### config.mk
export PLATFORM = sky130hd
export DESIGN_NAME = motion_mask_tracker
export DESIGN_NICKNAME = d
export VERILOG_FILES = /design/src/rtl/motion_mask_tracker.sv
export SDC_FILE = /design/constraint.sdc
export NUM_CORES = 2
export LEC_CHECK = 0
export CAP_MARGIN = 0
export CORE_MARGIN = 2
export CORE_UTILIZATION = 59
export CTS_BUF_LIST = sky130_fd_sc_hd__clkbuf_2
export DETAILED_ROUTE_END_ITERATION = 10
export PLACE_DENSITY = 0.87
export SLEW_MARGIN = 20
export SYNTH_ARGS = -nofsm -noshare
export SYNTH_HDL_FRONTEND = slang
export SYNTH_SLANG_ARGS = --single-unit
### constraint.sdc
create_clock -name clock -period 5.8 [get_ports clock]
set_clock_uncertainty 0.05 [all_clocks]
set_input_delay 1.16 -clock clock [delete_from_list [all_inputs] [get_ports clock]]
set_output_delay 1.16 -clock clock [all_outputs]
set_load 0.02 [all_outputs]
### src/rtl/motion_mask_tracker.sv
// rtl/motion_mask_tracker.sv - 3x3 k-of-9 motion mask filter with plot stream and smoothed centroid
module motion_mask_tracker #(
    parameter int IMAGE_W     = 320,
    parameter int IMAGE_H     = 240,
    parameter int X_W         = 9,
    parameter int Y_W         = 8,
    parameter int ADDR_W      = 17,
    parameter int SUM_W       = 32,
    parameter int CNT_W       = 17,
    parameter int MIN_COUNT   = 400,
    parameter int ALPHA_SHIFT = 2
) (
    input  logic              clock,
    input  logic              resetn,
    input  logic              start,
    input  logic [3:0]        min_neighbours,
    output logic [ADDR_W-1:0] mask_rdaddress,
    input  logic              mask_data_out,
    output logic              vga_plot,
    output logic [X_W-1:0]    vga_x,
    output logic [Y_W-1:0]    vga_y,
    output logic              vga_colour,
    output logic              busy,
    output logic              centroid_valid,
    output logic              motion_detected,
    output logic [X_W-1:0]    centroid_x,
    output logic [Y_W-1:0]    centroid_y
);

    localparam int NPIX  = IMAGE_W * IMAGE_H;
    localparam int NLAST = IMAGE_W * (IMAGE_H + 1);
    localparam int Q_W   = $clog2(NLAST + 3);
    localparam int PTR_W = (IMAGE_W > 1) ? $clog2(IMAGE_W) : 1;
    localparam int DC_W  = (SUM_W > 1) ? $clog2(SUM_W) : 1;

    // s_q counts scan cycles; the bit returned in cycle s belongs to input index s-1
    localparam logic [Q_W-1:0]   S_NPIX   = Q_W'(NPIX);
    localparam logic [Q_W-1:0]   S_EMIT0  = Q_W'(IMAGE_W + 2);
    localparam logic [Q_W-1:0]   S_INLAST = Q_W'(NLAST + 1);
    localparam logic [Q_W-1:0]   S_EXIT   = Q_W'(NLAST + 2);
    localparam logic [PTR_W-1:0] PTR_LAST = PTR_W'(IMAGE_W - 1);
    localparam logic [X_W-1:0]   X_LAST   = X_W'(IMAGE_W - 1);
    localparam logic [Y_W-1:0]   Y_LAST   = Y_W'(IMAGE_H - 1);
    localparam logic [DC_W-1:0]  DC_LAST  = DC_W'(SUM_W - 1);
    localparam logic [CNT_W-1:0] MIN_CNT  = CNT_W'(MIN_COUNT);

    typedef enum logic [2:0] {IDLE, SCAN, DIV_X, DIV_Y, SMOOTH, DONE} state_t;

    state_t            state_q, state_d;
    logic [Q_W-1:0]    s_q, s_d;
    logic [PTR_W-1:0]  ptr_q, ptr_d;
    logic [X_W-1:0]    px_q, px_d;
    logic [Y_W-1:0]    py_q, py_d;
    logic [3:0]        k_q, k_d;
    logic [2:0]        c0_q, c0_d, c1_q, c1_d;
    logic              plot_q, plot_d, colour_q, colour_d;
    logic [X_W-1:0]    x_q, x_d;
    logic [Y_W-1:0]    y_q, y_d;
    logic [CNT_W-1:0]  count_q, count_d;
    logic [SUM_W-1:0]  sum_x_q, sum_x_d, sum_y_q, sum_y_d;
    logic [CNT_W-1:0]  rem_q, rem_d;
    logic [DC_W-1:0]   dc_q, dc_d;
    logic              seen_q, seen_d, motion_q, motion_d, valid_q, valid_d, busy_q, busy_d;
    logic [X_W-1:0]    avg_x_q, avg_x_d;
    logic [Y_W-1:0]    avg_y_q, avg_y_d;
    logic              lb0_q [IMAGE_W];
    logic              lb1_q [IMAGE_W];

    logic              consume, emit, in_bit, top, mid, border, div_en, motion_cond, div_last, ge;
    logic [8:0]        win;
    logic [3:0]        pop;
    logic [SUM_W-1:0]  div_num, quo_next;
    logic [CNT_W:0]    rem_sh, diff;
    logic [X_W-1:0]    raw_x;
    logic [Y_W-1:0]    raw_y;
    logic signed [X_W:0] dx;
    logic signed [Y_W:0] dy;

    assign consume = (state_q == SCAN) && (s_q != '0) && (s_q <= S_INLAST);
    assign emit    = (state_q == SCAN) && (s_q >= S_EMIT0) && (s_q <= S_INLAST);
    assign in_bit  = (s_q <= S_NPIX) ? mask_data_out : 1'b0;
    assign top     = lb1_q[ptr_q];
    assign mid     = lb0_q[ptr_q];
    assign win     = {c0_q, c1_q, top, mid, in_bit};
    assign border  = (px_q == '0) || (px_q == X_LAST) || (py_q == '0) || (py_q == Y_LAST);

    always_comb begin
        pop = '0;
        for (int i = 0; i < 9; i++) pop = pop + 4'(win[i]);
    end

    assign motion_cond = (count_q >= MIN_CNT);
    assign div_en      = motion_cond && (count_q != '0);
    assign div_last    = (dc_q == DC_LAST);

    // Restoring step; rem < count holds throughout, so the sign of diff decides the quotient bit
    assign div_num  = (state_q == DIV_X) ? sum_x_q : sum_y_q;
    assign rem_sh   = {rem_q, div_num[SUM_W-1]};
    assign diff     = rem_sh - {1'b0, count_q};
    assign ge       = ~diff[CNT_W];
    assign quo_next = {div_num[SUM_W-2:0], ge};

    assign raw_x = div_en ? sum_x_q[X_W-1:0] : '0;
    assign raw_y = div_en ? sum_y_q[Y_W-1:0] : '0;
    assign dx    = $signed({1'b0, raw_x}) - $signed({1'b0, avg_x_q});
    assign dy    = $signed({1'b0, raw_y}) - $signed({1'b0, avg_y_q});

    always_comb begin
        state_d  = state_q;   s_d      = s_q;      ptr_d   = ptr_q;
        px_d     = px_q;      py_d     = py_q;     k_d     = k_q;
        c0_d     = c0_q;      c1_d     = c1_q;
        plot_d   = 1'b0;      colour_d = 1'b0;     x_d     = x_q;      y_d = y_q;
        count_d  = count_q;   sum_x_d  = sum_x_q;  sum_y_d = sum_y_q;
        rem_d    = rem_q;     dc_d     = dc_q;
        seen_d   = seen_q;    avg_x_d  = avg_x_q;  avg_y_d = avg_y_q;
        motion_d = motion_q;  valid_d  = 1'b0;     busy_d  = busy_q;

        if (consume) begin
            c0_d  = c1_q;
            c1_d  = {top, mid, in_bit};
            ptr_d = (ptr_q == PTR_LAST) ? '0 : ptr_q + 1'b1;
        end
        if (emit) begin
            plot_d   = 1'b1;
            x_d      = px_q;
            y_d      = py_q;
            colour_d = c1_q[1] & ~border & (pop >= k_q);
            if (px_q == X_LAST) begin
                px_d = '0;
                py_d = py_q + 1'b1;
            end else begin
                px_d = px_q + 1'b1;
            end
        end
        if (plot_q && colour_q) begin
            count_d = (count_q == '1) ? count_q : count_q + 1'b1;
            sum_x_d = sum_x_q + SUM_W'(x_q);
            sum_y_d = sum_y_q + SUM_W'(y_q);
        end

        case (state_q)
            IDLE: begin
                if (start) begin
                    state_d = SCAN;   s_d = '0;     ptr_d = '0;
                    px_d    = '0;     py_d = '0;    k_d = min_neighbours;
                    count_d = '0;     sum_x_d = '0; sum_y_d = '0;
                    rem_d   = '0;     busy_d = 1'b1;
                end
            end
            SCAN: begin
                s_d = s_q + 1'b1;
                if (s_q == S_EXIT) begin
                    state_d = DIV_X;
                    dc_d    = '0;
                end
            end
            DIV_X, DIV_Y: begin
                if (div_en) begin
                    if (state_q == DIV_X) sum_x_d = quo_next;
                    else                  sum_y_d = quo_next;
                    rem_d = div_last ? '0 : (ge ? diff[CNT_W-1:0] : rem_sh[CNT_W-1:0]);
                end
                dc_d = dc_q + 1'b1;
                if (div_last) begin
                    dc_d    = '0;
                    state_d = (state_q == DIV_X) ? DIV_Y : SMOOTH;
                end
            end
            SMOOTH: begin
                motion_d = motion_cond;
                if (!motion_cond) begin
                    seen_d = 1'b0;
                end else if (!seen_q) begin
                    avg_x_d = raw_x;
                    avg_y_d = raw_y;
                    seen_d  = 1'b1;
                end else begin
                    avg_x_d = avg_x_q + X_W'(dx >>> ALPHA_SHIFT);
                    avg_y_d = avg_y_q + Y_W'(dy >>> ALPHA_SHIFT);
                end
                valid_d = 1'b1;
                busy_d  = 1'b0;
                state_d = DONE;
            end
            DONE:    state_d = IDLE;
            default: state_d = IDLE;
        endcase
    end

    always_ff @(posedge clock or negedge resetn) begin
        if (!resetn) begin
            state_q  <= IDLE;  s_q      <= '0;  ptr_q   <= '0;
            px_q     <= '0;    py_q     <= '0;  k_q     <= '0;
            c0_q     <= '0;    c1_q     <= '0;
            plot_q   <= 1'b0;  colour_q <= 1'b0; x_q    <= '0;  y_q <= '0;
            count_q  <= '0;    sum_x_q  <= '0;  sum_y_q <= '0;
            rem_q    <= '0;    dc_q     <= '0;
            seen_q   <= 1'b0;  avg_x_q  <= '0;  avg_y_q <= '0;
            motion_q <= 1'b0;  valid_q  <= 1'b0; busy_q <= 1'b0;
        end else begin
            state_q  <= state_d;  s_q      <= s_d;      ptr_q   <= ptr_d;
            px_q     <= px_d;     py_q     <= py_d;     k_q     <= k_d;
            c0_q     <= c0_d;     c1_q     <= c1_d;
            plot_q   <= plot_d;   colour_q <= colour_d; x_q     <= x_d;  y_q <= y_d;
            count_q  <= count_d;  sum_x_q  <= sum_x_d;  sum_y_q <= sum_y_d;
            rem_q    <= rem_d;    dc_q     <= dc_d;
            seen_q   <= seen_d;   avg_x_q  <= avg_x_d;  avg_y_q <= avg_y_d;
            motion_q <= motion_d; valid_q  <= valid_d;  busy_q  <= busy_d;
        end
    end

    always_ff @(posedge clock or negedge resetn) begin
        if (!resetn) begin
            for (int i = 0; i < IMAGE_W; i++) begin
                lb0_q[i] <= 1'b0;
                lb1_q[i] <= 1'b0;
            end
        end else if (consume) begin
            lb1_q[ptr_q] <= lb0_q[ptr_q];
            lb0_q[ptr_q] <= in_bit;
        end
    end

    assign mask_rdaddress  = ((state_q == SCAN) && (s_q < S_NPIX)) ? ADDR_W'(s_q) : '0;
    assign vga_plot        = plot_q;
    assign vga_x           = x_q;
    assign vga_y           = y_q;
    assign vga_colour      = colour_q;
    assign busy            = busy_q;
    assign centroid_valid  = valid_q;
    assign motion_detected = motion_q;
    assign centroid_x      = avg_x_q;
    assign centroid_y      = avg_y_q;

endmodule

* Yosys cells after proc, flatten, opt, wreduce, memory -nomap -nowiden *
Cells that the tools add are included.

cells by class
  $add $sub $neg = 21
  $lt $le $gt $ge = 8
  eq/ne operators = 14
  muxes and demuxes = 63
  bitwise operators = 5
  reduce and logical (&&, ||, !) cells = 28

operator list
  operator                                                                               number
  320-bit bitwise mux                                                                    2
  32-bit two-way mux                                                                     9
  17-bit two-way mux                                                                     9
  32-bit case mux with 2 select lines                                                    2
  9-bit two-way mux                                                                      10
  17-bit case mux with 2 select lines                                                    2
  8-bit two-way mux                                                                      6
  17-bit by 1-bit adder with 17-bit output (second input constant)                       2
  17-bit == test (second input constant)                                                 2
  17-bit by 9-bit greater-or-equal comparator with 1-bit output (second input constant)  2
  17-bit <= comparator (second input constant)                                           2
  17-bit nonzero test                                                                    2
  32-bit by 8-bit adder with 32-bit output                                               1
  32-bit by 9-bit adder with 32-bit output                                               1
  4-bit by 1-bit adder with 4-bit output                                                 5
  9-bit by 1-bit adder with 9-bit output (second input constant)                         2
  1-bit binary-select mux with 9-bit select                                              2
  9-bit == test (second input constant)                                                  2
  18-bit by 17-bit subtractor with 18-bit output                                         1
  17-bit less-than comparator (second input constant)                                    1
  3-bit two-way mux                                                                      4
  3-bit case mux with 4 select lines                                                     1
  1-bit two-way mux                                                                      11
  10-bit greater-or-equal comparator (second input constant)                             1
  other kinds (34)                                                                       57

storage, ports and cells
  bits in registers = 839
  input port bits = 8

* Logic depth before layout (Yosys ltp) *
  word-level depth = 15
  mapped depth = 26
  gate-level depth less buffers = 20

* Worst setup path before layout *
No wires, ideal clock.

  path type = register to register
  start point = register ptr_q[0]
  end point = register colour_q (netlist: vga_colour)
  setup time = 144 ps
  data arrival time = 6296 ps
  data required time = 5606 ps
  path slack = -689 ps
  cell stages (with the launch flop) = 27
  buffers on the path = 7
  period minus slack after synthesis = 6489 ps
  cells stage by stage = dfrtp_1 buf_4 buf_6 buf_6 buf_6 buf_2 buf_2 buf_2 mux4_2 mux2i_1 nor3_1 a221oi_1 nand4_1 nor3_1 fa_1 fa_1 fa_1 inv_1 fa_1 inv_1 fa_1 inv_1 ha_1 a21o_1 a21o_1 a21oi_1 a2111oi_0

between the ends
  word-level cells in the longest chain between the ends = 15
  elaborated cells on any way between the ends = 18
  classes of those cells = add/sub: 8; order compare: 1; mux: 7; bitwise: 2

ends and longest elaborated chain
  what                                                      RTL line  source
  start, declared                                           51        logic [PTR_W-1:0] ptr_q, ptr_d;
  start signal, assigned                                    192       state_q <= IDLE; s_q <= '0; ptr_q <= '0;
  start signal, assigned                                    201       state_q <= state_d; s_q <= s_d; ptr_q <= ptr_d;
  9-bit NOT with 10-bit output (implied by the code) (*)    82, 83
  1-bit binary-select mux with 9-bit select                 83        assign mid = lb0_q[ptr_q];
  1-bit two-way mux (implied by the code) (2 in series)     83
  1-bit by 1-bit adder with 2-bit output                    89        for (int i = 0; i < 9; i++) pop = pop + 4'(win[i]);
  2-bit by 1-bit adder with 3-bit output (*)                89
  3-bit by 1-bit adder with 4-bit output (*)                89
  4-bit by 1-bit adder with 4-bit output (*) (5 in series)  89
  4-bit greater-or-equal comparator (*)                     127       colour_d = c1_q[1] & ~border & (pop >= k_q);
  1-bit bitwise AND (*)                                     127
  1-bit two-way mux (*)                                     123       if (emit) begin
  named net colour_d                                        56        logic plot_q, plot_d, colour_q, colour_d;
  end signal, assigned                                      195       plot_q <= 1'b0; colour_q <= 1'b0; x_q <= '0; y_q <= '0;
  end signal, assigned                                      204       plot_q <= plot_d; colour_q <= colour_d; x_q <= x_d; y_q <= y_d;
  end, declared                                             56

Mark *: on every way through the listed nets, which the timed path passes. The rest lies on a longest branch. The select of a mux whose other input is x is not followed.
A chain may end at the register's enable or synchronous reset.

* Worst setup path in the final report *
Same ends and word-level chain as after synthesis.

==> impl_results.md <==
* Status: finished, violations left
* Violated checks: setup timing
* Post-synthesis sequential area ratio at 48.5%
* Synth area leader: dfrtp_1
* Row cnt at 99
* GRT overflow at 0
* Post-DP HPWL at 75900 µm
* Commonest cells post-synth: dfrtp_1 (838), nand2_1 (529), mux2_2 (396), o21ai_0 (320), nor2_1 (255)
* Fraction of layout cells with a size suffix above 1 at 26.1%
* Pins Over Slew Limit at 0
* Worst path slowest cell: mux4_2
* Number of global-route vias before repair at 34900
* Die area at 75500 µm²
* CP dominant cell by count: fa_1
* Worst Setup End Kind: register
* # port buffers at 63
* Fin area at 47500 µm²
* Critical Path RT at 7080 ps
* Post-synth top area share at 48.5%
* Starting utilization of the core area at 59.4%
* Routed via count at 34000
* Synth-to-layout area growth at 9.82%
* Initial detailed-routing violation count at 3447
* Most frequent cell after synthesis: dfrtp_1
* Final Net Count at 4205
* Power per Cell Area at 207 nW/µm²
* WL final at 118000 µm
* Crit Path Max Fanout at 8
* Vias per cell at 6.54
* Startpoint Class: register
* Mapped Cells at 3933
* Power Total at 9.83 mW
* Global-route wire length before repair at 187000 µm
* Final min period at 6050 ps
* Leak at 21.6 nW
* #FFs+latches synth at 838
* WS Path Type: reg2reg
* Placed inst area at 45500 µm²
* Worst-path clk slew at 110 ps
* RSZ-0062 raised after global routing: true
* Met1 Wirelength at 43300 µm
* Wire per inst at 22.7 µm
* Fmax at 0.165 GHz
* CTS tree: done
* # DRC at 0
* Max stage delay on crit path at 530 ps
* Post-synth EDFFs at 0
* Final hold slack at 136 ps
* Maxcap violations at 0
* Die span in x at 275 µm
* Setup slack on the worst flop-to-flop path at -250 ps
* Drt pass-1 iters at 6
* Pin count of the biggest net entering global routing at 203
* Hold Path Class: in2async
* Relative slew slack at 16.3%
* Least-Margin Pin Slew at 1250 ps
* CTS Buffer Depth at 3
* Core footprint at 72800 µm²
* Top Metal Used: met5
* Die Y at 275 µm
* Worst path cell trace: buf_12, buf_16, mux4_2, mux4_2, a221oi_4, nand4_1, nor3_2, buf_4, fa_1, fa_1, fa_1, inv_1, fa_2, inv_2, fa_1, inv_1, ha_1, a21o_1, a21o_1, a21oi_2, a2111oi_2
* Metal3 WL at 11700 µm
* Syn nets at 4037
* Async S/R FF share, synth at 100%
* Worst skew pair latency at 1560 ps
* Clock Tree Root: clkbuf_2
* H-tree levels at 4
* Period utilization at 104%
* Gr usage total at 31.6%
* Primary FF master, synth: dfrtp_1
* Worst vdd ir at 0.000211 V
* Clock buffers created by TritonCTS at 204
* Synthesized area at 43300 µm²
* Final setup viols at 1
* Synth warn at 0
* Antenna Violating Nets Remaining at 0
* Top Ports at 64
* Final core area utilization at 65.3%
* Critical Path AT at 7330 ps
* Initial antenna violation count at 5
* Avg Synthesized Cell Area at 11.0 µm²
* Final GP Congestion at 0.899
* Yosys cell types at 77
* Clock sink count at 838
* Largest cells by area after synthesis: dfrtp_1 (48%), mux2_2 (10%), mux4_2 (9.4%)
* Final setup margin at -248 ps
* Final Hold Viols at 0
* WL met2 at 55100 µm
-- layout make-up --
| class | count | area (µm²) |
|---|---|---|
| timing repair buffer | 231 | 2250 |
| clock inverter | 48 | 279 |
| antenna | 12 | 30.0 |
| sequential | 838 | 21000 |
| tap | 959 | 1200 |
| multi-input combinational | 2736 | 21000 |
| clock buffer | 288 | 1440 |
| fill | 5083 | 25300 |
| inverter | 90 | 339 |
-- what timing repair did --
item                       4_1_cts  5_1_grt
hold endpoints to repair        64        0
setup endpoints to repair        1        1
pin swaps                        3        2
resized for setup               12       16
setup buffers                    8        0
hold buffers                     1        0
-- kinds of logic after synthesis --
family | after synthesis | synth area share (%)
buf+inv | 359 | 3.39
compound gates | 807 | 11.1
xor+xnor | 90 | 1.82
simple gates | 1125 | 11.7
flops | 838 | 48.5
fa+ha+maj | 96 | 2.95
mux | 618 | 20.6
-- state kept, by name (all words and copies together) (netlist names), 3 cells and up --
name / cells
rem_q: 17
centroid_x: 9
ptr_q: 9
px_q: 9
dc_q: 5
c0_q: 3
vga_x: 9
s_q: 17
k_q: 4
sum_y_q: 32
lb1_q: 320
state_q: 3
count_q: 17
centroid_y: 8
sum_x_q: 32
lb0_q: 320
py_q: 8
vga_y: 8
c1_q: 3
-- metrics by stage --
stage          setup TNS (ps)  worst slack, ps  cells
2_1_floorplan            -124             -124   3933
3_3_place_gp             -220             -220   4845
3_5_place_dp             -378             -378   4845
4_1_cts                  -117             -117   5190
5_1_grt                  -308             -308   5202
6_report                 -248             -248   5202
-- critical path: cells and delay by family (launching register included) --
family | cells | cell delay, ps
simple gates | 2 | 370
fa+ha+maj | 6 | 2390
mux | 2 | 1040
buf+inv | 6 | 690
flops | 1 | 460
compound gates | 5 | 880
-- placed cells by master (no fill, tap or decap), types with 12 or more instances in the layout --
| cell type | instances |
|---|---|
| and3_1 | 54 |
| a22oi_1 | 22 |
| o31ai_1 | 35 |
| o211ai_1 | 12 |
| o21ai_0 | 316 |
| clkdlybuf4s50_1 | 62 |
| buf_12 | 22 |
| nor3_1 | 34 |
| clkinv_1 | 30 |
| xor2_1 | 22 |
| nor2_1 | 249 |
| dfrtp_1 | 834 |
| a31oi_1 | 33 |
| nand4_1 | 31 |
| nor2b_1 | 12 |
| and2_1 | 61 |
| buf_4 | 139 |
| a211oi_1 | 12 |
| a21oi_1 | 227 |
| nand3_1 | 50 |
| mux2i_1 | 41 |
| nor4_1 | 15 |
| nand2_1 | 529 |
| mux4_2 | 180 |
| a22o_1 | 15 |
| mux2_2 | 396 |
| diode_2 | 12 |
| or3_1 | 17 |
| a21o_1 | 24 |
| xnor2_1 | 68 |
| clkbuf_2 | 288 |
| ha_1 | 86 |
| inv_1 | 88 |
-- power by group --
group / internal, mW / switching [mW] / leakage (nW)
logic: 0.0164 / 0.118 / 9.35
clock network: 1.42 / 2.43 / 1.33
registers: 5.84 / 0.000466 / 10.9
total: 7.28 / 2.55 / 21.6
-- per-layer routing --
metal	global-route usage (%)	vias to the layer above
li1	-	14600
met1	38.8	16900
met2	49.9	1905
met3	8.92	566
met4	19.4	6
met5	0.439	-
-- worst paths after layout --
kind                                  startpoint  depth (start not counted)                    end
max                           ptr_q[0]$_DFF_PN0_                         21   vga_colour$_DFF_PN0_
min                                       resetn                          2  sum_x_q[12]$_DFF_PN0_
max reg2reg                   ptr_q[0]$_DFF_PN0_                         21   vga_colour$_DFF_PN0_
min reg2reg                sum_x_q[22]$_DFF_PN0_                          1  sum_x_q[23]$_DFF_PN0_
max in group asynchronous                 resetn                          3  lb0_q[92]$_DFFE_PN0P_
min in group clock             min_neighbours[0]                          3     k_q[0]$_DFFE_PN0P_
Power figures use the tool's default switching activity.
